File: config.mk
export PLATFORM = sky130hd
export DESIGN_NAME = regfile_wb_arbiter
export DESIGN_NICKNAME = d
export VERILOG_FILES = /design/src/rtl/regfile_wb_arbiter.sv
export SDC_FILE = /design/constraint.sdc
export NUM_CORES = 1
export LEC_CHECK = 0
export ABC_AREA = 1
export BUFFER_PORTS_ARGS = -buffer_cell sky130_fd_sc_hd__buf_2
export CAP_MARGIN = 20
export CORE_AREA = 2 2 123 125
export DETAILED_ROUTE_END_ITERATION = 8
export DIE_AREA = 0 0 125 127
export PLACE_DENSITY = 0.74
export SYNTH_ARGS = -nofsm -noshare
export SYNTH_HDL_FRONTEND = slang
export SYNTH_SLANG_ARGS = --single-unit
File: constraint.sdc
create_clock -name CLK -period 11.9 [get_ports CLK]
set_input_delay 0.595 -clock CLK [delete_from_list [all_inputs] [get_ports CLK]]
set_output_delay 0.595 -clock CLK [all_outputs]
set_load 0.01 [all_outputs]
File: src/rtl/regfile_wb_arbiter.sv
// Write-back arbiter for the single register-file write port.
// Two producers (A = ALU path, B = load/store path) each park one write in a
// private holding buffer. The buffered writes are granted to the port one per
// cycle, oldest first. Ties in age are broken by a round-robin pointer. The
// port signals come from a register stage. pending_mask tells hazard logic
// which registers still have a write in flight.
module regfile_wb_arbiter #(
    parameter int DATA_W = 32,
    parameter int ADDR_W = 5
) (
    input  logic                      CLK,
    input  logic                      RESET,

    input  logic                      a_valid,
    output logic                      a_ready,
    input  logic [ADDR_W-1:0]         a_rd,
    input  logic [DATA_W-1:0]         a_data,

    input  logic                      b_valid,
    output logic                      b_ready,
    input  logic [ADDR_W-1:0]         b_rd,
    input  logic [DATA_W-1:0]         b_data,

    output logic                      WriteEnable,
    output logic [ADDR_W-1:0]         WriteRegister,
    output logic [DATA_W-1:0]         WriteData,

    output logic [(1<<ADDR_W)-1:0]    pending_mask
);

    localparam int NREG = 1 << ADDR_W;

    // Holding buffers
    logic              fullA;
    logic              fullB;
    logic [ADDR_W-1:0] rdA;
    logic [ADDR_W-1:0] rdB;
    logic [DATA_W-1:0] dataA;
    logic [DATA_W-1:0] dataB;

    // Age bookkeeping: aOlder is meaningful only while tieAge is clear.
    // tieAge marks that both buffers were loaded on the same edge.
    logic              aOlder;
    logic              tieAge;
    logic              rr;

    logic              grantA;
    logic              grantB;
    logic              tieGrant;
    logic              acceptA;
    logic              acceptB;
    logic              keepB;
    logic              keepA;

    logic [NREG-1:0]   pendingNext;

    // Grant selection: a lone full buffer always wins; when both are full the
    // older wins, and a same-cycle tie is resolved by rr.
    always_comb begin
        grantA   = 1'b0;
        grantB   = 1'b0;
        tieGrant = 1'b0;
        if (fullA && fullB) begin
            if (tieAge) begin
                tieGrant = 1'b1;
                if (rr) begin
                    grantB = 1'b1;
                end else begin
                    grantA = 1'b1;
                end
            end else if (aOlder) begin
                grantA = 1'b1;
            end else begin
                grantB = 1'b1;
            end
        end else if (fullA) begin
            grantA = 1'b1;
        end else if (fullB) begin
            grantB = 1'b1;
        end
    end

    // A buffer being drained this cycle can take a new write at the same edge,
    // which is what lets a lone producer stream at one write per cycle.
    assign a_ready = !RESET && (!fullA || grantA);
    assign b_ready = !RESET && (!fullB || grantB);
    assign acceptA = a_valid && a_ready;
    assign acceptB = b_valid && b_ready;

    // A buffer that is full and not granted keeps its entry across the edge.
    assign keepA = fullA && !grantA;
    assign keepB = fullB && !grantB;

    // Buffer A: load on accept, release on grant.
    always_ff @(posedge CLK or posedge RESET) begin
        if (RESET) begin
            fullA <= 1'b0;
            rdA   <= '0;
            dataA <= '0;
        end else if (acceptA) begin
            fullA <= 1'b1;
            rdA   <= a_rd;
            dataA <= a_data;
        end else if (grantA) begin
            fullA <= 1'b0;
        end
    end

    // Buffer B: load on accept, release on grant.
    always_ff @(posedge CLK or posedge RESET) begin
        if (RESET) begin
            fullB <= 1'b0;
            rdB   <= '0;
            dataB <= '0;
        end else if (acceptB) begin
            fullB <= 1'b1;
            rdB   <= b_rd;
            dataB <= b_data;
        end else if (grantB) begin
            fullB <= 1'b0;
        end
    end

    // Age tracking and round-robin pointer. A newly accepted entry is younger
    // than any entry that survives the edge in the other buffer; rr only
    // advances when it actually decided a tie.
    always_ff @(posedge CLK or posedge RESET) begin
        if (RESET) begin
            aOlder <= 1'b0;
            tieAge <= 1'b0;
            rr     <= 1'b0;
        end else begin
            if (tieGrant) begin
                rr <= !rr;
            end
            if (acceptA && acceptB) begin
                tieAge <= 1'b1;
            end else if (acceptA) begin
                tieAge <= 1'b0;
                aOlder <= !keepB;
            end else if (acceptB) begin
                tieAge <= 1'b0;
                aOlder <= keepA;
            end
        end
    end

    // Output stage: load the granted write; x0 takes a slot but never enables.
    always_ff @(posedge CLK or posedge RESET) begin
        if (RESET) begin
            WriteEnable   <= 1'b0;
            WriteRegister <= '0;
            WriteData     <= '0;
        end else if (grantA) begin
            WriteEnable   <= (rdA != '0);
            WriteRegister <= rdA;
            WriteData     <= dataA;
        end else if (grantB) begin
            WriteEnable   <= (rdB != '0);
            WriteRegister <= rdB;
            WriteData     <= dataB;
        end else begin
            WriteEnable   <= 1'b0;
        end
    end

    // Pending mask from buffered and staged writes; x0 is never pending.
    always_comb begin
        pendingNext = '0;
        if (fullA) begin
            pendingNext[rdA] = 1'b1;
        end
        if (fullB) begin
            pendingNext[rdB] = 1'b1;
        end
        if (WriteEnable) begin
            pendingNext[WriteRegister] = 1'b1;
        end
        pendingNext[0] = 1'b0;
    end

    assign pending_mask = pendingNext;

endmodule

==> reports/results.ini, run 1 <==
[global_routing]
grt_pass1_vias = 5702
grt_max_degree = 74
overflow = 0
antenna_found_initial = 0
track_usage = 0.222
grt_pass1_wl_mm = 28.6

[placement]
placed_cells = 1119
place_hpwl_mm = 11.5
gp_congestion = 0.911
port_buffers = 148

[worst_setup_path]
worst_ep_arrival_time_ps = 3910
cpMostUsedCell = nand2_1
r2r_slack_ps = 8290
worstReg2RegStart = fullA$_DFFE_PP0P_
crit_fanout = 42
worstSetupEndpointType = flop
crit_path_start = fullA$_DFFE_PP0P_
setup.worst_path.end = aOlder$_DFFE_PP0P_
cpMaxStageDelayCell = nand3_2
reg2regPathDepth = 9
worstPathRequired_ps = 12200
cp_cell_sequence = nand2_1 -> inv_2 -> nand3_2 -> nand3_2 -> ha_1 -> inv_1 -> a21oi_1 -> nand2_1 -> nand2_1
r2r_end = aOlder$_DFFE_PP0P_
cp_slowest_stage_delay_ps = 920
crit_path_start_kind = flop
critical_path_class = flop to flop

[synth]
synth_fp_nets = 917
syn_area_um2 = 6140
ys_ff_latch = 117
synth_cells = 837
avgSynthCellArea_um2 = 7.34
yosysWarnings = 0
yosysSeqAreaShare = 0.477
synth_cell_types = 23

[sta]
worst_slew_pin_slew_ps = 1080
skew_ps = 8.32
hold_violations = 0
hold_slack_ps = 261
clock.fmax_mhz = 277
setup_viol_count_final = 0
post-route-min-period_ps = 3610
rsz0062_at_grt = false
slew_viol_final = 0
timing.slew.headroom = 0.274
fin_tns_setup_ps = 0
post-route-period-util = 0.303

[drt]
vias = 6012
wl_per_cell_um = 15.3
drcViolationCount = 0
initialDrtViolationCount = 522
vias_per_cell = 5.23
wl_met1_mm = 7.93
dr.pass1.iters = 7
met2WireLength_mm = 8.45
postRouteAntennaNets = 0
wl_met3_mm = 1.08
wl_mm = 17.6
dr.max_layer_used = met4

[layout]
num_antenna_cells = 0
fin_cells = 1150
final_nets = 1034
synthToLayoutAreaGrowth_pct = 21.3
drive_gt1_frac = 0.199

[clocking]
post_cts_buffers = 0
ctsRootBufferMaster = clkbuf_16
cts_htree_levels = 4
cts_tree = done
clk_pin_slew_ps = 50
numCtsBuffers = 17
post_cts_resized = 0
clk_latency_ps = 410
clock-sinks = 117
ctsHoldBuffers = 0
cts_buffer_depth = 2

[die]
die_y_um = 127
die-area_um2 = 15900
num_rows = 44
core_area_um2 = 14400
start_util = 0.426
io_pins = 150
die_x_um = 125

[job]
cap_violations = 0

[worst_hold_path]
min_path_type = input pin to asynchronous set/reset pin

[power_and_ir_drop]
p_leak_nw = 4.22
max-vdd-ir-drop_uv = 88.5
power.density_nw_per_um2 = 172

[status]
status = complete, no violations

-- state kept, by name, indices dropped and copies added (netlist names) --
name	count
WriteEnable	1
tieAge	1
dataA	32
aOlder	1
WriteData	32
rdA	5
WriteRegister	5
rr	1
dataB	32
fullA	1
rdB	5
fullB	1
-- layout make-up --
cell class / instances / area [um2]
Timing Repair Buffer: 151 / 763
Inverter: 64 / 245
Multi-Input combinational cell: 603 / 2700
Tap cell: 184 / 230
Clock buffer: 28 / 537
Fill cell: 1409 / 6970
Clock inverter: 3 / 40.0
Sequential cell: 117 / 2930
-- logic make-up (layout without fill, tap and decap cells) --
| family | count (synthesis) | in the layout | synth area share |
|---|---|---|---|
| AND/OR/NAND/NOR | 595 | 595 | 0.429 |
| adder cells (fa/ha/maj) | 2 | 2 | 0.00408 |
| other | 1 | 1 | 0.000611 |
| AO/OA/AOI/OAI | 5 | 5 | 0.00408 |
| buffers and inverters | 117 | 246 | 0.0852 |
| flip-flops | 117 | 117 | 0.477 |
-- cell usage after synthesis --
master | instances | area (um2)
buf_1 | 7 | 26.3
nand3_1 | 109 | 546
nor2_2 | 2 | 12.5
buf_6 | 4 | 45.0
a21oi_1 | 2 | 10.0
o21ai_0 | 2 | 10.0
o21ai_1 | 1 | 5.00
conb_1 | 1 | 3.75
nor2_1 | 6 | 22.5
buf_2 | 22 | 110
nor3b_1 | 1 | 7.51
inv_1 | 62 | 233
clkbuf_1 | 13 | 48.8
buf_4 | 7 | 52.6
nor3_2 | 3 | 30.0
dfrtp_1 | 117 | 2930
inv_2 | 1 | 3.75
nand2_1 | 370 | 1390
clkinv_1 | 1 | 3.75
ha_1 | 2 | 25.0
nand4_1 | 74 | 463
nor3_1 | 27 | 135
nand3_2 | 3 | 30.0
-- report_power, final --
| group | leakage (nW) | switching [mW] | internal [mW] |
|---|---|---|---|
| Sequential | 1.46 | 0.0669 | 0.470 |
| Combinational | 2.47 | 0.163 | 0.0890 |
| Clock | 0.286 | 0.169 | 0.324 |
-- layout by cell type, fill, tap and decap left out, drive strengths merged --
master / count
nand2: 370
nor3b: 1
conb: 1
bufinv: 1
buf: 151
nand4: 74
nor2: 8
inv: 64
nor3: 30
clkbuf: 28
nand3: 112
o21ai: 3
a21oi: 2
clkinv: 2
ha: 2
dfrtp: 117
-- layer usage --
layer,GRT usage,vias up
met5,0,-
met4,0.0588,0
li1,-,2953
met1,0.308,2829
met3,0.0444,18
met2,0.360,212
-- worst max-delay path, delay by kind of cell, from the launching register on --
family / cells / cell delay [ps]
adders and majority gates: 1 / 360
AOI/OAI and AO/OA: 1 / 40
buffers and inverters: 2 / 220
DFF: 1 / 910
and+or+nand+nor: 5 / 1940
-- through the flow --
stage | instance area (um2) | util | power, mW | setup WS, ps
final | 7450 | 0.516 | 1.28 | 8290
after global routing | 7450 | 0.516 | 1.34 | 8000
after CTS | 7450 | 0.516 | 1.29 | 8280
after detailed placement | 6870 | 0.476 | 0.792 | 8300
after global placement | 6870 | 0.476 | 0.785 | 8360
after floorplan | 6140 | - | 0.688 | 6470
-- worst min-delay path by stage --
| stage | startpoint | to | slack, ps | cells after the start |
|---|---|---|---|---|
| floorplan | dataB[0]$_DFFE_PP0P_ | dataB[0]$_DFFE_PP0P_ | 440 | 2 |
| global placement | dataB[17]$_DFFE_PP0P_ | dataB[17]$_DFFE_PP0P_ | 450 | 2 |
| detailed placement | dataB[4]$_DFFE_PP0P_ | dataB[4]$_DFFE_PP0P_ | 460 | 2 |
| CTS | RESET | dataA[22]$_DFFE_PP0P_ | 280 | 2 |
| global route | RESET | dataB[20]$_DFFE_PP0P_ | 290 | 2 |
| finish | RESET | dataB[20]$_DFFE_PP0P_ | 260 | 2 |
Note: power is estimated with default switching activity, not from simulation.
==> run 2: changes to the inputs <==
- clock period: 11.9 -> 3.4 ns (I/O delays scaled with it)
==> run 2 against run 1 <==
- count of clock-buffer cells in the layout decreased by 5
- worst hold slack got worse by 250 ps
- register-to-register slack got worse by 7200 ps
- critical path depth shrank 5
- clock skew decreased by 1.3 ps
- sequential cell count did not move
- via count fell by 0.47%
- utilization up 0.42 points
- critical path type is now flop to primary output
==> reports/results.ini, run 2 (same netlist as run 1, synthesis figures left out) <==
[status]
status = complete, no violations

[drt]
wl_mm = 17.3  ; -2.0%
initialDrtViolationCount = 434  ; -17%
dr.pass1.iters = 5  ; -2
vias_per_cell = 5.18  ; -0.90%
postRouteAntennaNets = 0  ; unchanged
drcViolationCount = 0  ; unchanged
wl_per_cell_um = 15.0  ; -2.4%
vias = 5984  ; -0.47%

[worst_setup_path]
crit_fanout = 28  ; -33%
crit_buf_inv = 1  ; -1
crit_path_start = fullB$_DFFE_PP0P_
cp_cell_sequence = nor3b_1 -> nand2_1 -> nand3_1 -> buf_2
worstReg2RegStart = fullA$_DFFE_PP0P_
r2r_slack_ps = 1050  ; -7240 ps
cp_slowest_stage_delay_ps = 930  ; about the same
critical_path_class = flop to primary output
worstSetupEndpointType = primary output
cpMaxStageDelayCell = nor3b_1
reg2regPathDepth = 10  ; +1
worst_ep_arrival_time_ps = 2450  ; -1460 ps
critPathTopFamily = simple AND/OR/NAND/NOR gates
worstPathRequired_ps = 3230  ; -8970 ps
r2r_end = tieAge$_DFFE_PP0P_
crit_path_start_kind = flop

[sta]
timing.slew.headroom = 0.269  ; -0.00452
skew_ps = 7.04  ; -1.28 ps
hold_violations = 0  ; unchanged
fin_tns_setup_ps = 0  ; unchanged
slew_viol_final = 0  ; unchanged
clock.fmax_mhz = 382
post-route-min-period_ps = 2620
worst_slew_pin_slew_ps = 1090  ; +6.72 ps
setup_viol_count_final = 0  ; unchanged
rsz0062_at_grt = false
post-route-period-util = 0.770

[placement]
place_hpwl_mm = 11.3  ; -2.3%
gp_congestion = 0.914  ; +0.33%
port_buffers = 148  ; unchanged
place_area_um2 = 6940  ; +0.95%

[power_and_ir_drop]
p_leak_nw = 4.26  ; +0.82%
power.density_nw_per_um2 = 596  ; +250%
max-vdd-ir-drop_uv = 289  ; +230%

[worst_hold_path]
min_to = dataB[14]$_DFFE_PP0P_
whs_path_depth = 3
min_path_type = input pin to flop
hp-start = b_data[14]

[clocking]
numCtsBuffers = 17  ; unchanged
ctsRootBufferMaster = clkbuf_16
post_cts_resized = 0  ; unchanged
post_cts_buffers = 0  ; unchanged
cts_buffer_depth = 2  ; unchanged
clk_pin_slew_ps = 50  ; about the same
cts_tree = done
cts_htree_levels = 4  ; unchanged
ctsHoldBuffers = 1  ; +1
clock-sinks = 117  ; unchanged
clk_latency_ps = 410  ; about the same

[layout]
seq_area_um2 = 2930  ; unchanged
multiInputGateArea_um2 = 2700  ; unchanged
layout_commonest_cell = nand2_1
final_area_um2 = 7510  ; +0.82%
utilization = 0.521  ; +0.00425
final_nets = 1042  ; +0.77%
top_regs = WriteData (32), dataA (32), dataB (32)
num_antenna_cells = 0  ; unchanged
drive_gt1_frac = 0.204  ; +0.00516
final_cell_mix = 370 x nand2_1, 148 x buf_2, 115 x dfrtp_1
synthToLayoutAreaGrowth_pct = 22.3
fillers = 1411  ; +0.14%

[global_routing]
track_usage = 0.220  ; -0.00244
grt_pass1_wl_mm = 28.0  ; -2.1%
overflow = 0  ; unchanged
grt_max_degree = 158  ; +110%
grt_pass1_vias = 5618  ; -1.5%
antenna_found_initial = 2  ; +2

[die]
die_x_um = 125  ; unchanged
num_rows = 44  ; unchanged
io_pins = 150  ; unchanged
die_y_um = 127  ; unchanged
core_area_um2 = 14400  ; unchanged
die-area_um2 = 15900  ; unchanged
start_util = 0.426  ; unchanged

[job]
cap_violations = 0  ; unchanged

-- run 2: changes by cell type in the layout (fill, tap and decap cells not counted), sizes merged --
cell / change
buf: +7
clkbuf: -5
bufinv: +1
clkinv: +1
dlygate4sd3: +1
-- run 2: layout make-up --
class                      instances  share of cell area
timing repair buffer             159               0.112
tap                              184              0.0307
clock buffer                      23              0.0650
clock inverter                     5              0.0100
sequential                       117               0.390
inverter                          64              0.0327
multi-input combinational        603               0.360
-- run 2: power by group --
| part | internal (mW) | switching [mW] |
|---|---|---|
| clock network | 1.13 | 0.587 |
| registers | 1.64 | 0.211 |
| logic | 0.321 | 0.577 |
-- run 2: worst min-delay path, cell delays in order --
cell and delay [ps]:
buf_2 70, nand4_1 80, nand2_1 60
-- run 2: worst max path at each step --
stage	to	slack, ps	cells after the start
2_1_floorplan	a_ready	970	4
3_3_place_gp	tieAge$_DFFE_PP0P_	1120	10
3_5_place_dp	tieAge$_DFFE_PP0P_	1070	10
4_1_cts	pending_mask[4]	820	4
5_1_grt	pending_mask[8]	660	4
6_report	pending_mask[8]	780	4
-- run 2: stage by stage --
stage | std cells | hold slack (ps) | setup WS (ps) | power, mW
2_1_floorplan | 837 | 280 | 972 | 2.41
3_3_place_gp | 1126 | 201 | 1120 | 2.75
3_5_place_dp | 1126 | 201 | 1070 | 2.77
4_1_cts | 1155 | 0.717 | 816 | 4.51
5_1_grt | 1155 | 11.1 | 658 | 4.71
6_report | 1155 | 8.51 | 782 | 4.47
-- run 2: per-layer routing --
| layer | up-vias | global-route usage | wire [um] |
|---|---|---|---|
| met5 | - | 0 | 30 |
| met4 | 4 | 0.0693 | 257 |
| met3 | 27 | 0.0482 | 1070 |
| met2 | 210 | 0.365 | 8180 |
| met1 | 2783 | 0.290 | 7750 |
| li1 | 2960 | - | - |
==> run 3: changes to the inputs <==
- ABC_AREA: 1 -> 0
- CORE_AREA: 2 2 123 125 -> 2 2 121 123
- DIE_AREA: 0 0 125 127 -> 0 0 123 125
- PLACE_DENSITY: 0.74 -> 0.76
- clock period: 3.4 -> 2.3 ns (I/O delays scaled with it)
==> run 3 against run 2 <==
- worst hold slack better by 21 ps
- clock skew up 1.5 ps
- wire length up 1.1%
- global-route usage up 1.2 points
- critical path type unchanged
- largest cell class unchanged
- largest power group unchanged
==> reports/results.ini, run 3 <==
[die]
die_x_um = 123  ; -1.6%
die-area_um2 = 15400  ; -3.1%
num_rows = 44  ; unchanged
io_pins = 150  ; unchanged
start_util = 0.416  ; -0.00926
core_area_um2 = 14200  ; -1.5%
die_y_um = 125  ; -1.6%

[global_routing]
grt_pass1_wl_mm = 27.7  ; -0.89%
track_usage = 0.232  ; +0.0116
grt_max_degree = 118  ; -25%
overflow = 0  ; unchanged
grt_pass1_vias = 5244  ; -6.7%
antenna_found_initial = 0  ; -2

[drt]
initialDrtViolationCount = 440  ; +1.4%
dr.pass1.iters = 5  ; unchanged
drcViolationCount = 0  ; unchanged
vias_per_cell = 5.56  ; +7.4%
vias = 5046  ; -16%
wl_per_cell_um = 19.3  ; +29%
postRouteAntennaNets = 0  ; unchanged
wl_mm = 17.5  ; +1.1%

[layout]
layout_commonest_cell = buf_2
num_antenna_cells = 0  ; unchanged
fillers = 1172  ; -17%
drive_gt1_frac = 0.437  ; +0.233
synthToLayoutAreaGrowth_pct = 37.0
final_area_um2 = 8100  ; +7.8%
fin_cells = 907  ; -21%
top_regs = WriteData (32), dataA (32), dataB (32)
final_nets = 791  ; -24%
final_cell_mix = 148 x buf_2, 116 x dfrtp_1, 81 x nand2_1

[clocking]
ctsRootBufferMaster = clkbuf_16
clk_latency_ps = 400  ; about the same
post_cts_buffers = 0  ; unchanged
clock-sinks = 117  ; unchanged
numCtsBuffers = 17  ; unchanged
clk_pin_slew_ps = 50  ; about the same
cts_htree_levels = 4  ; unchanged
cts_buffer_depth = 2  ; unchanged
cts_tree = done

[placement]
place_hpwl_mm = 10.7  ; -4.7%
placed_cells = 800  ; -29%
gp_congestion = 0.884  ; -3.3%
port_buffers = 148  ; unchanged
place_area_um2 = 6800  ; -2.1%

[power_and_ir_drop]
max-vdd-ir-drop_uv = 449  ; +55%
p_total_mw = 7.05  ; +58%
power.density_nw_per_um2 = 871  ; +46%
p_leak_nw = 3.85  ; -9.7%

[synth]
synth_top_area_share = 0.495  ; +0.0182
yosys_most_used_dff = dfrtp_1
synth_edf_count = 0  ; unchanged
synth_fp_nets = 571  ; -38%
yosysWarnings = 0  ; unchanged
synth_cell_types = 36  ; +57%
ys_ff_latch = 117  ; unchanged
yosysSeqAreaShare = 0.495  ; +0.0182
ys_async_sr_fraction = 1.00  ; unchanged
avgSynthCellArea_um2 = 12.0  ; +64%
synth.area.top_cells = dfrtp_1 50%, mux2_2 10%, o221a_2 7.0%, nand2_1 5.1%, mux2_4 5.1%
yosys.area.top_type = dfrtp_1
synthTopCellsByCount = 117 x dfrtp_1, 81 x nand2_1, 55 x mux2_2
syn_area_um2 = 5910  ; -3.7%
synth_cells = 491  ; -41%
synth.most_common_cell = dfrtp_1

[sta]
hold_violations = 0  ; unchanged
worst_slew_pin_slew_ps = 608  ; -480 ps
rsz0062_at_grt = false
timing.slew.headroom = 0.595  ; +0.326
slew_viol_final = 0  ; unchanged
setup_viol_count_final = 0  ; unchanged
clock.fmax_mhz = 456
skew_ps = 8.54  ; +1.50 ps
fin_tns_setup_ps = 0  ; unchanged
post-route-min-period_ps = 2190
post-route-period-util = 0.953

[worst_setup_path]
r2r_end = WriteData[19]$_DFFE_PP0P_
crit_path_start = fullB$_DFFE_PP0P_
reg2regPathDepth = 5  ; -5
worstPathRequired_ps = 2180  ; -1050 ps
worst_ep_arrival_time_ps = 2080  ; -370 ps
critical_path_class = flop to primary output
worstSetupEndpointType = primary output
r2r_slack_ps = 380  ; -670 ps
worstReg2RegStart = fullB$_DFFE_PP0P_
crit_path_start_kind = flop
crit_fanout = 26  ; -7.1%

[worst_hold_path]
min_path_type = input pin to flop
min_to = fullB$_DFFE_PP0P_
whs_path_depth = 3  ; unchanged
hp-start = b_valid

[status]
status = complete, no violations

[job]
cap_violations = 0  ; unchanged

[run 3: how the worst max path moves through the flow]
stage                                endpoint  slack, ps
floorplan                  aOlder$_DFFE_PP0P_       -270
global placement    WriteData[16]$_DFFE_PP0P_        410
detailed placement  WriteData[21]$_DFFE_PP0P_        410
CTS                           pending_mask[2]        130
global route                  pending_mask[2]         30
finish                       pending_mask[20]        110
[run 3: critical path, cell delays in order, from the launching register on]
cell and delay [ps]:
dfrtp_2 390, buf_4 260, nor3b_1 200, buf_4 170, a222oi_1 440, inv_1 60, buf_2 140
[run 3: cell type report]
cell class	instances	area (um2)	share of cell area
Timing Repair Buffer	242	1660	0.205
Tap cell	184	230	0.0284
Clock inverter	10	82.6	0.0102
Sequential cell	117	2930	0.362
Inverter	10	41.3	0.00510
Clock buffer	21	460	0.0568
Multi-Input combinational cell	323	2700	0.333
[run 3: power by group]
part | internal, mW | switching (mW) | total (mW)
registers | 2.49 | 0.384 | 2.87
logic | 0.936 | 0.836 | 1.77
clock network | 1.52 | 0.890 | 2.41
[run 3: per-stage QoR]
stage	hold slack [ps]	utilization	worst slack [ps]
2_1_floorplan	243	-	-266
3_3_place_gp	347	0.478	409
3_5_place_dp	351	0.478	413
4_1_cts	10.1	0.570	134
5_1_grt	51.5	0.570	29.6
6_report	29.1	0.570	107
[run 3: what timing repair did]
| item | in CTS | in global routing |
|---|---|---|
| hold endpoints to repair | 185 | 0 |
| hold buffers | 76 | 0 |
| endpoints found under the setup margin | 0 | 1 |
| resized for setup | 0 | 1 |
[run 3: cells by family after synthesis]
family                     Yosys count  share of synthesized area
muxes                               98                      0.194
buffers and inverters               51                     0.0501
AOI/OAI and AO/OA                   79                      0.130
adders and majority gates            2                    0.00423
DFF                                117                      0.495
and+or+nand+nor                    142                      0.124
xor gates and xnor gates             1                    0.00148
other                                1                   0.000634
[run 3: layer usage]
layer / up-vias / GRT usage / wire length (um)
li1: 2241 / - / -
met1: 2529 / 0.300 / 7550
met2: 242 / 0.377 / 8400
met3: 34 / 0.0552 / 1150
met4: 0 / 0.0829 / 374
met5: - / 0 / 0
